===== config.mk =====
export PLATFORM = sky130hd
export DESIGN_NAME = sync_fifo_wr_arb
export DESIGN_NICKNAME = d
export VERILOG_FILES = /design/src/rtl/sync_fifo_wr_arb.sv
export SDC_FILE = /design/constraint.sdc
export NUM_CORES = 1
export LEC_CHECK = 0
export BUFFER_PORTS_ARGS = -buffer_cell sky130_fd_sc_hd__buf_2
export CORE_MARGIN = 2
export CORE_UTILIZATION = 45
export CTS_CLUSTER_SIZE = 24
export DETAILED_ROUTE_END_ITERATION = 10
export PLACE_DENSITY = 0.88
export SETUP_SLACK_MARGIN = 0.02
export SYNTH_ARGS = -nofsm -noshare
export SYNTH_HDL_FRONTEND = slang
export SYNTH_SLANG_ARGS = --single-unit

===== constraint.sdc =====
create_clock -name clk_i -period 2.4 [get_ports clk_i]
set_input_delay 0.12 -clock clk_i [delete_from_list [all_inputs] [get_ports clk_i]]
set_output_delay 0.12 -clock clk_i [all_outputs]
set_load 0.05 [all_outputs]

===== src/rtl/sync_fifo_wr_arb.sv =====
// sync_fifo_wr_arb: round-robin, packet-locked arbiter sharing one sync_fifo write port.
// Optional build macro SYNC_FIFO_WR_ARB_PRIO0_EN gives requester 0 strict priority when idle.
module sync_fifo_wr_arb #(
    parameter int DATA_WIDTH = 16,
    parameter int ID_WIDTH = 2,
    parameter int TIMEOUT = 255,
    localparam int NUM_REQ = 1 << ID_WIDTH
) (
    input  logic                          clk_i,
    input  logic                          resetn_i,
    input  logic [NUM_REQ-1:0]            req_valid_i,
    input  logic [NUM_REQ*DATA_WIDTH-1:0] req_data_i,
    input  logic [NUM_REQ-1:0]            req_last_i,
    output logic [NUM_REQ-1:0]            req_ready_o,
    output logic                          fifo_wr_en_o,
    output logic [DATA_WIDTH-1:0]         fifo_wdata_o,
    input  logic                          fifo_wfull_i,
    output logic [NUM_REQ-1:0]            grant_o,
    output logic                          busy_o,
    output logic                          err_timeout_o,
    output logic [ID_WIDTH-1:0]           err_id_o
);
    typedef enum logic {IDLE, LOCKED} state_t;
    state_t state, state_nxt;
    logic [ID_WIDTH-1:0] gnt_id, last_id, sel_id, idx;
    logic [15:0] idle_cnt;
    logic sel_vld, locked, xfer, idle, fire, done;
    assign locked = state == LOCKED;
    assign xfer = locked & req_valid_i[gnt_id] & ~fifo_wfull_i;
    assign idle = locked & ~req_valid_i[gnt_id] & ~fifo_wfull_i;
    assign fire = (TIMEOUT != 0) && idle && (idle_cnt == 16'(TIMEOUT - 1));
    assign done = (xfer & req_last_i[gnt_id]) | fire;
    // Pick the first valid requester after last_id, wrapping; optional strict priority for requester 0
    always_comb begin
        sel_id = '0;
        sel_vld = 1'b0;
        idx = '0;
        for (int i = NUM_REQ; i >= 1; i--) begin
            idx = last_id + ID_WIDTH'(i);
            if (req_valid_i[idx]) begin
                sel_id = idx;
                sel_vld = 1'b1;
            end
        end
`ifdef SYNC_FIFO_WR_ARB_PRIO0_EN
        if (req_valid_i[0]) begin
            sel_id = '0;
            sel_vld = 1'b1;
        end
`else
`endif
    end
    // Next state: lock on any request, release on last beat or timeout
    always_comb begin
        state_nxt = state;
        if (!locked) state_nxt = sel_vld ? LOCKED : IDLE;
        else if (done) state_nxt = IDLE;
    end
    // Write-port steering to the granted requester while locked
    always_comb begin
        grant_o = '0;
        req_ready_o = '0;
        fifo_wdata_o = '0;
        fifo_wr_en_o = xfer;
        busy_o = locked;
        if (locked) begin
            grant_o[gnt_id] = 1'b1;
            req_ready_o[gnt_id] = ~fifo_wfull_i;
            fifo_wdata_o = req_data_i[gnt_id*DATA_WIDTH +: DATA_WIDTH];
        end
    end
    // State, grant bookkeeping, saturating idle counter and timeout flags
    always_ff @(posedge clk_i or negedge resetn_i) begin
        if (!resetn_i) begin
            state <= IDLE;
            gnt_id <= '0;
            last_id <= '1;
            idle_cnt <= '0;
            err_timeout_o <= 1'b0;
            err_id_o <= '0;
        end else begin
            state <= state_nxt;
            err_timeout_o <= fire;
            if (!locked && sel_vld) gnt_id <= sel_id;
            if (done) last_id <= gnt_id;
            if (fire) err_id_o <= gnt_id;
            idle_cnt <= (!locked || xfer) ? '0 : (idle && idle_cnt != '1) ? idle_cnt + 16'd1 : idle_cnt;
        end
    end
endmodule


==> summary.md <==
| Metric | Value |
|---|---|
| Outcome | `complete, no violations` |
| DRC | `0` |
| Final slew viol count | `0` |
| DRT iter0 DRCs | `155` |
| EDFF count, synth | `0` |
| Initial antenna violation count | `0` |
| Area Growth Syn to Fin | `29.11%` |
| VDD IR max | `567.5 uV` |
| Worst path arrival time | `2.03 ns` |
| H-tree depth | `1` |
| Overall power | `2.914 mW` |
| Most common cell after layout, fill and taps aside | `buf_2` |
| Clk slew on worst S/H paths | `0.08 ns` |
| R2R Setup Slk | `0.33 ns` |
| Via Count | `2138` |
| All-layer global routing usage | `0.2186` |
| Commonest non-fill, non-tap cells in the layout | `103 x buf_2, 22 x dfrtp_1, 20 x nand2_1` |
| TritonCTS sink count | `24` |
| Synthesized area | `0.002084 mm^2` |
| Clock root buffer | `clkbuf_8` |
| Maximum root-to-sink buffer count | `2` |
| CTS buffer count | `3` |
| FF/Latch Area | `603.1 um^2` |
| Min cycle time layout | `2.146 ns` |
| Final-layout fill cell count | `403` |
| Core area | `0.004414 mm^2` |
| Setup TNS | `0 ns` |
| Die Width | `72.06 um` |
| Antenna cells | `0` |
| Gpl congestion | `0.8684` |
| Worst Setup End Kind | `output port` |
| Critical path required time | `2.28 ns` |
| Clk Latency, worst-skew pair | `0.26 ns` |
| Syn_area_per_cell | `10.02 um^2` |
| Skew final | `0.001583 ns` |
| First-pass GRT wire length | `9.128 mm` |
| Crit path kind | `reg2out` |
| Final hold violations | `0` |
| Total global routing overflow | `0` |
| Syn. warnings | `0` |
| CTS tree | `built` |
| Placed insts | `354` |
| Multi-input gate area | `0.001383 mm^2` |
| Hpwl dp | `4.773 mm` |
| Synth cell types | `44` |
| Fmax | `465.9 MHz` |
| CTS Hold Buffers Added | `1` |
| Sequential-to-total area share from yosys stat | `0.2893` |
| Die area | `0.005193 mm^2` |
| DRT Pass-1 Iters | `4` |
| RSZ-0062 raised after global routing | `no` |
| Non-filler instance count after layout | `359` |
| Yosys reg bits | `24` |
| Via density | `5.955` |
| Critical path peak fanout | `22` |
| Post-DRT Antenna Nets | `0` |
| Fin Hold WS | `0.2477 ns` |
| Post-synth top flop | `dfrtp_1` |
| Finish-stage setup viols | `0` |
| Setup repair bufs after CTS | `0` |
| Period utilization | `0.8944` |
| Syn nets | `285` |
| Boundary pin count | `104` |
| Routed len/inst | `16.44 um` |
| Largest net degree at the start of global routing | `25` |
| Vias in the first global route | `2023` |
| Buffers on Ports | `103` |
| Slew margin rel. | `0.5621` |
| Number of max-cap violations | `0` |
| Cts repair resizes | `0` |
| Pleak | `1.209 nW` |
| Post-Synthesis Cells | `208` |
| Fin nets | `385` |
| Worst Hold Class | `in2reg` |
| Starting Density | `0.4722` |
| Async S/R FF share, synth | `1.000` |
| Chip Height | `72.06 um` |
| Nature of the critical path startpoint | `register` |
| # rows | `24` |
| Fraction of layout cells with a size suffix above 1 | `0.4658` |
| WL final | `5.903 mm` |
| Pwr Density | `1083 mW/mm^2` |
| Worst-margin pin slew | `0.6403 ns` |
stage by stage:
step                      utilization  setup slack [ns]  instance area [um^2]
after floorplan                     -            0.2625                  2085
after global placement         0.5950            0.4198                  2626
after detailed placement       0.5950            0.3391                  2626
after CTS                      0.6097            0.2172                  2691
after global routing           0.6097            0.1441                  2691
final                          0.6097            0.2535                  2691
report_power, final:
| group | switching [mW] | total (mW) | internal [mW] |
|---|---|---|---|
| Combinational | 1.38 | 2.11 | 0.726 |
| Sequential | 0.0690 | 0.538 | 0.469 |
| Clock | 0.123 | 0.269 | 0.146 |
| Total | 1.57 | 2.91 | 1.34 |
final cells by class:
class	instances	share of cell area
inverter	6	0.008368
clock buffer	4	0.02046
timing repair buffer	109	0.2092
sequential	24	0.2241
multi-input combinational	164	0.5137
tap	52	0.02417
sequential cells by signal, summed over array words and instances, names as in the netlist:
signal / flops
err_timeout_o: 1
busy_o: 1
last_id: 2
gnt_id: 2
err_id_o: 2
idle_cnt: 16
metal layers:
layer  track usage  routed length [um]
met5             0                   0
met2        0.4343                3410
met4       0.04403                  25
met3       0.03333                 423
met1        0.2430                2043
final timing paths:
kind,start,cells after the start,to
setup / recovery,gnt_id[0],4,fifo_wdata_o[15]
hold / removal,req_valid_i[3],3,gnt_id[1]
setup reg to reg,gnt_id[0],4,err_id_o[1]
hold reg to reg,err_id_o[0],1,err_id_o[0]
max in group asynchronous,resetn_i,2,last_id[1]
min in group asynchronous,resetn_i,2,idle_cnt[9]
cell usage after synthesis (2+ instances only):
library cell | count | area (um^2)
o221ai_1 | 2 | 17.52
a2111oi_0 | 2 | 17.52
mux4_2 | 18 | 405.4
nor2b_1 | 2 | 12.51
o31ai_1 | 6 | 45.04
clkbuf_1 | 9 | 33.78
dfstp_2 | 2 | 52.55
or4_1 | 4 | 30.03
o211ai_1 | 4 | 30.03
dfrtp_1 | 22 | 550.5
buf_6 | 2 | 22.52
a21oi_1 | 7 | 35.03
nor2_1 | 9 | 33.78
mux2i_1 | 10 | 100.1
o21ai_0 | 3 | 15.01
nand2b_1 | 6 | 37.54
nor4_1 | 3 | 18.77
and4_1 | 2 | 17.52
mux2_2 | 7 | 78.83
nor3_1 | 9 | 45.04
nand4_1 | 4 | 25.02
inv_1 | 6 | 22.52
nand3_1 | 8 | 40.04
nand2_1 | 20 | 75.07
buf_4 | 2 | 15.01
and2_1 | 19 | 118.9
ha_1 | 2 | 25.02
nor4b_1 | 2 | 17.52
worst max-delay path: stages (launching register included):
cell and delay [ns]:
dfrtp_1 0.45, buf_4 0.38, mux4_2 0.56, and2_1 0.17, buf_2 0.20
logic make-up after synthesis:
group | after synthesis | share of synthesized area
compound gates | 34 | 0.1231
fa+ha+maj | 2 | 0.01200
buf+inv | 20 | 0.04741
flops | 24 | 0.2893
mux | 35 | 0.2803
simple gates | 93 | 0.2479
Note: power is estimated with default switching activity, not from simulation.
